===== src/rtl/mbscore_mem_access.sv =====
// Load/store unit: turns one pipeline access into one word-aligned bus transaction with byte lanes and a timeout.
// Optional feature: define MBSCORE_MISALIGN_TRAP_EN to trap misaligned half/word accesses without touching the bus.
module mbscore_mem_access #(
  parameter int unsigned DATA_WIDTH = 32,
  parameter int unsigned ADDR_WIDTH = 32,
  parameter int unsigned TIMEOUT    = 255
) (
  input  logic                  clk,
  input  logic                  rst_n,
  input  logic                  req_valid,
  output logic                  req_ready,
  input  logic                  req_we,
  input  logic [1:0]            req_size,
  input  logic                  req_sext,
  input  logic [ADDR_WIDTH-1:0] req_addr,
  input  logic [DATA_WIDTH-1:0] req_wdata,
  output logic                  rsp_valid,
  output logic [DATA_WIDTH-1:0] rsp_rdata,
  output logic                  rsp_err,
  output logic                  mem_req,
  output logic                  mem_we,
  output logic [ADDR_WIDTH-1:0] mem_addr,
  output logic [3:0]            mem_be,
  output logic [DATA_WIDTH-1:0] mem_wdata,
  input  logic                  mem_ack,
  input  logic [DATA_WIDTH-1:0] mem_rdata
);

  localparam int unsigned CNT_W = 8;

  typedef enum logic [1:0] {IDLE, BUS, RESP} state_e;

  state_e                state_q, state_d;
  logic [CNT_W-1:0]      cnt_q, cnt_d;
  logic [1:0]            size_q, size_d;
  logic                  sext_q, sext_d;
  logic [1:0]            lo_q, lo_d;
  logic                  trap_c;

  logic                  req_ready_d, rsp_valid_d, rsp_err_d, mem_req_d, mem_we_d;
  logic [DATA_WIDTH-1:0] rsp_rdata_d, mem_wdata_d;
  logic [ADDR_WIDTH-1:0] mem_addr_d;
  logic [3:0]            mem_be_d;

  // Lane enables for a given size and low address bits; loads use the same pattern as stores.
  function automatic logic [3:0] lane_be(input logic [1:0] size, input logic [1:0] lo);
    logic [3:0] be;
    be = 4'b1111;
    if (size == 2'd0)      be = 4'b0001 << lo;
    else if (size == 2'd1) be = lo[1] ? 4'b1100 : 4'b0011;
    return be;
  endfunction

  function automatic logic [DATA_WIDTH-1:0] lane_wdata(input logic [1:0] size,
                                                       input logic [DATA_WIDTH-1:0] wd);
    logic [DATA_WIDTH-1:0] w;
    w = wd;
    if (size == 2'd0)      w = {4{wd[7:0]}};
    else if (size == 2'd1) w = {2{wd[15:0]}};
    return w;
  endfunction

  // Right-align the addressed lane(s) of the read word and extend.
  function automatic logic [DATA_WIDTH-1:0] lane_rdata(input logic [1:0] size, input logic sext,
                                                       input logic [1:0] lo,
                                                       input logic [DATA_WIDTH-1:0] rd);
    logic [7:0]            b;
    logic [15:0]           h;
    logic [DATA_WIDTH-1:0] r;
    b = rd[{lo, 3'b000} +: 8];
    h = lo[1] ? rd[31:16] : rd[15:0];
    r = rd;
    if (size == 2'd0)      r = {{24{sext & b[7]}}, b};
    else if (size == 2'd1) r = {{16{sext & h[15]}}, h};
    return r;
  endfunction

`ifdef MBSCORE_MISALIGN_TRAP_EN
  assign trap_c = ((req_size == 2'd1) && req_addr[0]) ||
                  (req_size[1] && (req_addr[1:0] != 2'b00));
`else
  assign trap_c = 1'b0;
`endif

  always_comb begin
    state_d     = state_q;
    cnt_d       = cnt_q;
    size_d      = size_q;
    sext_d      = sext_q;
    lo_d        = lo_q;
    mem_req_d   = 1'b0;
    mem_we_d    = mem_we;
    mem_addr_d  = mem_addr;
    mem_be_d    = mem_be;
    mem_wdata_d = mem_wdata;
    rsp_valid_d = 1'b0;
    rsp_err_d   = 1'b0;
    rsp_rdata_d = '0;

    unique case (state_q)
      IDLE: begin
        if (req_valid && req_ready) begin
          size_d      = req_size;
          sext_d      = req_sext;
          lo_d        = req_addr[1:0];
          mem_we_d    = req_we;
          mem_addr_d  = {req_addr[ADDR_WIDTH-1:2], 2'b00};
          mem_be_d    = lane_be(req_size, req_addr[1:0]);
          mem_wdata_d = lane_wdata(req_size, req_wdata);
          cnt_d       = '0;
          if (trap_c) begin
            state_d     = RESP;
            rsp_valid_d = 1'b1;
            rsp_err_d   = 1'b1;
          end else begin
            state_d   = BUS;
            mem_req_d = 1'b1;
          end
        end
      end
      BUS: begin
        // An ack on the final allowed cycle takes priority over the timeout.
        if (mem_ack) begin
          state_d     = RESP;
          rsp_valid_d = 1'b1;
          rsp_rdata_d = mem_we ? '0 : lane_rdata(size_q, sext_q, lo_q, mem_rdata);
        end else if (cnt_q == CNT_W'(TIMEOUT - 1)) begin
          state_d     = RESP;
          cnt_d       = cnt_q + CNT_W'(1);
          rsp_valid_d = 1'b1;
          rsp_err_d   = 1'b1;
        end else begin
          cnt_d     = cnt_q + CNT_W'(1);
          mem_req_d = 1'b1;
        end
      end
      RESP: state_d = IDLE;
      default: state_d = IDLE;
    endcase

    req_ready_d = (state_d == IDLE);
  end

  always_ff @(posedge clk or negedge rst_n) begin
    if (!rst_n) begin
      state_q   <= IDLE;
      cnt_q     <= '0;
      size_q    <= '0;
      sext_q    <= 1'b0;
      lo_q      <= '0;
      req_ready <= 1'b0;
      rsp_valid <= 1'b0;
      rsp_err   <= 1'b0;
      rsp_rdata <= '0;
      mem_req   <= 1'b0;
      mem_we    <= 1'b0;
      mem_addr  <= '0;
      mem_be    <= '0;
      mem_wdata <= '0;
    end else begin
      state_q   <= state_d;
      cnt_q     <= cnt_d;
      size_q    <= size_d;
      sext_q    <= sext_d;
      lo_q      <= lo_d;
      req_ready <= req_ready_d;
      rsp_valid <= rsp_valid_d;
      rsp_err   <= rsp_err_d;
      rsp_rdata <= rsp_rdata_d;
      mem_req   <= mem_req_d;
      mem_we    <= mem_we_d;
      mem_addr  <= mem_addr_d;
      mem_be    <= mem_be_d;
      mem_wdata <= mem_wdata_d;
    end
  end

endmodule


===== config.mk =====
export PLATFORM = sky130hd
export DESIGN_NAME = mbscore_mem_access
export DESIGN_NICKNAME = d
export VERILOG_FILES = /design/src/rtl/mbscore_mem_access.sv
export SDC_FILE = /design/constraint.sdc
export NUM_CORES = 1
export LEC_CHECK = 0
export CORE_MARGIN = 2
export CORE_UTILIZATION = 45
export DETAILED_ROUTE_END_ITERATION = 10
export HOLD_SLACK_MARGIN = 0.02
export PLACE_DENSITY = 0.8
export SLEW_MARGIN = 40
export SYNTH_ARGS = -nofsm -noshare
export SYNTH_HDL_FRONTEND = slang
export SYNTH_SLANG_ARGS = --single-unit

===== constraint.sdc =====
create_clock -name clk -period 2.1 [get_ports clk]
set_input_delay 0.525 -clock clk [delete_from_list [all_inputs] [get_ports clk]]
set_output_delay 0.525 -clock clk [all_outputs]
set_load 0.02 [all_outputs]

; Word level (Yosys, flattened, before mapping)
; Cells that the tools add are included.
[word_totals]
out_inout_bits = 105
in_bits = 104
n_memories = 0
latch_bits = 0
reg_bits = 118
romBits = 0
wordCells = 60
ram_bits = 0
[op_classes]
shift = 2
reduce_logical = 8
div = 0
order_cmp = 0
n_bitwise = 2
mul = 0
n_mux = 27
eq_ne = 6
add_sub_neg = 1
[ops]
columns = cell, count
row1 = 32-bit two-way mux, 7
row2 = 32-bit by 6-bit indexed part select with 8-bit output, 1
row3 = 16-bit two-way mux, 1
row4 = 8-bit two-way mux, 2
row5 = 8-bit case mux with 2 select lines, 1
row6 = 4-bit two-way mux, 3
row7 = "8-bit by 1-bit adder with 8-bit output, second input constant", 1
row8 = "8-bit == test, second input constant", 1
row9 = 2-bit zero test, 4
row10 = 1-bit two-way mux, 8
row11 = "2-bit by 1-bit == test with 1-bit output, second input constant", 3
row12 = 2-bit two-way mux, 3
row13 = "2-bit inequality test, second input constant", 2
row14 = 2-bit case mux with 2 select lines, 1
row15 = "1-bit by 2-bit left shift with 4-bit output, first input constant", 1
row16 = 3-bit AND reduction, 1
row17 = 1-bit AND, 2
row18 = 1-bit case mux with 2 select lines, 1
row19 = 2-bit AND reduction, 1
row20 = 2-bit nonzero test, 1
row21 = 1-bit logical AND, 1

; Depth between registers and ports, before layout
[depth]
depth_word = 7
mapped_depth = 6
depth_no_buf = 5

; Worst setup path after synthesis
; OpenSTA, ideal clock, no wires.
[synth_path]
path_type = input -> register
from = in mem_ack
to = reg cnt_q[7]
setup_time_ns = 0.079
path_buffers = 1
t_arrival_ns = 1.497
required_time_ns = 2.021
cell_stages = 4
setup_slack_ns = 0.523
cell_sequence = or3b_1 -> clkbuf_2 -> nor4_2 -> mux2i_1
[synth_between]
elab_chain_len = 2
[synth_lines]
columns = item, line_no
row1 = from (decl), 25  ; input logic mem_ack,
row2 = 2-bit inequality test (no line), n/a
row3 = 3-bit AND reduction (no line), n/a
row4 = to (signal assigned), 162  ; cnt_q <= cnt_d;
row5 = to (decl), 34  ; logic [CNT_W-1:0] cnt_q, cnt_d;
; No other way between the ends.
; A chain may end at the register's enable or synchronous reset.

; Final worst setup path
[layout_path]
from = in mem_rdata[23]
to = reg rsp_rdata[17]
[layout_between]
elab_chain_len = 6
[layout_lines]
columns = item, line_no
row1 = from (decl), 26  ; input logic [DATA_WIDTH-1:0] mem_rdata
row2 = 32-bit by 6-bit indexed part select with 8-bit output, 70  ; b = rd[{lo, 3'b000} +: 8];
row3 = 1-bit AND, 73  ; if (size == 2'd0) r = {{24{sext & b[7]}}, b};
row4 = 32-bit two-way mux, 73
row5 = 32-bit two-way mux, 126  ; rsp_rdata_d = mem_we ? '0 : lane_rdata(size_q, sext_q, lo_q, mem_rdata);
row6 = 32-bit two-way mux, 123  ; if (mem_ack) begin
row7 = 32-bit two-way mux, 100  ; unique case (state_q)
row8 = net rsp_rdata_d[17], 41  ; logic [DATA_WIDTH-1:0] rsp_rdata_d, mem_wdata_d;
row9 = to (signal assigned), 169  ; rsp_rdata <= rsp_rdata_d;
row10 = to (decl), 18  ; output logic [DATA_WIDTH-1:0] rsp_rdata,
; The timed path passes the listed nets, and every way through them passes these cells.

==> reports/metrics.cfg <==
[routing]
dr.first_iter.drc_count=294
vias=4940
wl_per_cell_um=17.9
via_per_inst=5.43
drcViolationCount=0
final_antenna_net_count=0
detail_route.first_pass.iterations=5
routed_wl_um=16300

[global_route]
grtUsageMet1_pct=30.4
grt_antenna_before_repair=0
use_met2_pct=41.5
grt-ovfl-total=0
grt_use_met3_pct=10.6
grt-busiest-layer=met2
first_global_vias=5227
grt_start_max_net_pins=77
grt_pass1_wl_um=26300
track_usage_pct=25.8

[die]
placementRows=40
start_util_pct=46.1
ioPinCount=209
floorplan.die_area_mm2=0.0132
die_h_um=115
core_mm2=0.0120
floorplan.die.width_um=115

[placed_design]
dp_cells=880
hpwlAfterDp_um=11900
port_buffers=206
placed_cell_area_mm2=0.00795
finalWeightedCongestion=0.881

[final_layout]
layout.nets=858
final_cell_area_mm2=0.00848
final_cells=909
regArea_mm2=0.00295
utilization_pct=70.6
fillerInstances=888
multi_input_area_mm2=0.00229
area_growth_pct=53.2
diodes=0
drive_gt1_share_pct=13.4

[clocking]
clk_latency_ns=0.41
htreeDepth=4
cts_hold_buf=0
post-cts-setup-buffer-count=0
cts_tree=yes
cts_buffers=17
clock-root-buffer=clkbuf_16
numClockSinks=118
clkTransAtPathRegs_ns=0.05
cts_resized=0
clock_tree.buffer_depth=2

[timing]
worst_slew_pin_slew_ns=0.660
setup_viol=0
rsz0062_at_grt=no
maxSlewHeadroom_pct=54.9
fmax_mhz=502
finalMaxSlewViolations=0
period_needed_ns=1.99
hold_viol=0
hold_ws_ns=0.0765
fin_skew_ns=0.00854
fin_setup_tns_ns=0
finalCritPeriodShare_pct=94.9

[hold_path]
hold_class=in2async

[yosys]
ys_seq_elements=118
syn_avg_cell_area_um2=10.4
synth_cells=532
synth_cell_types=45
synthesis.area_mm2=0.00553
ys_seq_area_share_pct=53.4
yosysWarnings=0

[critical_path]
cp-end-kind=flop
cp_data_required_time_ns=2.33
worst_r2r_path_depth=4
critPathLaunchType=primary input
worst-r2r-setup-slack_ns=0.19
worstPathMaxFanout=21
arrival_ns=2.22
r2r_end=rsp_rdata[8]
crit_type=in2reg
worst_r2r_startpoint=lo_q[1]

[power]
p_leak_uw=0.00375
max-vdd-ir-drop_mv=0.832
power_density_mw_per_mm2=1390

[outcome]
status=completed

[run]
maxCapViolCount=0

worst max path at each step:
stage | start | endpoint | slack, ns
after floorplan | mem_ack | cnt_q[7] | 0.52
after detailed placement | mem_rdata[31] | rsp_rdata[17] | -0.18
after CTS | req_ready | req_ready | 0.09
after global routing | req_ready | req_ready | 0.07
final | mem_rdata[23] | rsp_rdata[17] | 0.11
after global placement | mem_rdata[31] | rsp_rdata[8] | -0.009
cells by family (layout without fill, tap and decap cells):
family / after synthesis / after routing / share of synthesized area (%)
adders and majority gates: 2 / 2 / 0.452
and+or+nand+nor: 200 / 200 / 15.3
AOI/OAI and AO/OA: 101 / 101 / 14.8
xor gates and xnor gates: 1 / 1 / 0.158
other: 1 / 2 / 0.0678
muxes: 46 / 46 / 10.1
DFF: 118 / 118 / 53.4
buffers and inverters: 63 / 292 / 5.77
critical path, cell delays in order:
cell	delay (ns)
clkdlybuf4s50_1	0.48
mux2i_1	0.08
a22o_2	0.45
a2111oi_0	0.69
report_power, final:
group / switching [uW] / internal [uW] / total, uW
clock network: 935 / 1690 / 2620
logic: 3030 / 2500 / 5530
registers: 506 / 3110 / 3620
synth_stat cells (all sizes together):
cell | instances | share of area (%)
nand3 | 1 | 0.090
nand2 | 160 | 11
conb | 1 | 0.068
or3b | 1 | 0.16
nor3 | 12 | 1.1
xnor2 | 1 | 0.16
nor2 | 11 | 0.79
ha | 2 | 0.45
nor2b | 1 | 0.11
clkbuf | 16 | 1.1
a211oi | 7 | 0.95
mux4 | 7 | 2.9
nor3b | 1 | 0.14
or2 | 1 | 0.11
nand4 | 1 | 0.11
mux2i | 31 | 5.6
a22o | 1 | 0.18
a21oi | 6 | 0.54
buf | 24 | 3.1
o21ai | 41 | 3.7
nor4 | 3 | 0.45
a2111oi | 23 | 6.4
o31ai | 3 | 0.66
nor4bb | 1 | 0.18
dfrtp | 118 | 53
nand4bb | 2 | 0.41
o21a | 2 | 0.27
o211a | 1 | 0.18
nand3b | 1 | 0.14
nand2b | 3 | 0.34
and4bb | 1 | 0.29
o211ai | 2 | 0.27
o22ai | 15 | 1.7
mux2 | 8 | 1.6
inv | 23 | 1.6
area by class of cell:
cell class                      instances  share of cell area, %
Sequential cell                       118                   34.8
Tap cell                              147                   2.17
Clock buffer                           24                   5.68
Inverter                               23                   1.02
Multi-Input combinational cell        352                   27.1
Timing Repair Buffer                  240                   28.6
Clock inverter                          5                  0.590
metrics by stage:
step | worst slack (ns) | total power [uW]
final | 0.107 | 11800
after global routing | 0.0723 | 12500
after CTS | 0.0897 | 11900
after detailed placement | -0.177 | 9180
after global placement | -0.00871 | 9010
after floorplan | 0.523 | 6680
flip-flops by register name, summed over array words and instances, names as in the netlist:
signal / flops
mem_wdata: 32
rsp_rdata: 32
mem_addr: 30
cnt_q: 8
mem_be: 4
lo_q: 2
size_q: 2
state_q: 2
mem_req: 1
mem_we: 1
req_ready: 1
rsp_err: 1
rsp_valid: 1
sext_q: 1
cells in the final DEF, fill, tap and decap left out, types with 8 or more instances in the layout:
| master | synthesis | final |
|---|---|---|
| a2111oi_2 | 15 | 15 |
| buf_12 | 0 | 9 |
| buf_4 | 7 | 26 |
| clkbuf_16 | 0 | 17 |
| clkdlybuf4s50_1 | 0 | 205 |
| dfrtp_1 | 118 | 118 |
| inv_1 | 22 | 22 |
| mux2_2 | 8 | 8 |
| mux2i_1 | 31 | 31 |
| nand2_1 | 160 | 160 |
| nor2_1 | 10 | 10 |
| nor3_1 | 12 | 12 |
| o21ai_0 | 41 | 41 |
| o22ai_1 | 15 | 15 |
per-layer routing:
metal,up-vias,part of all wire (%)
met4,0,2.9
met5,-,0
met1,2358,38
met2,271,48
met3,36,12
li1,2275,-
Power figures use the tool's default switching activity.
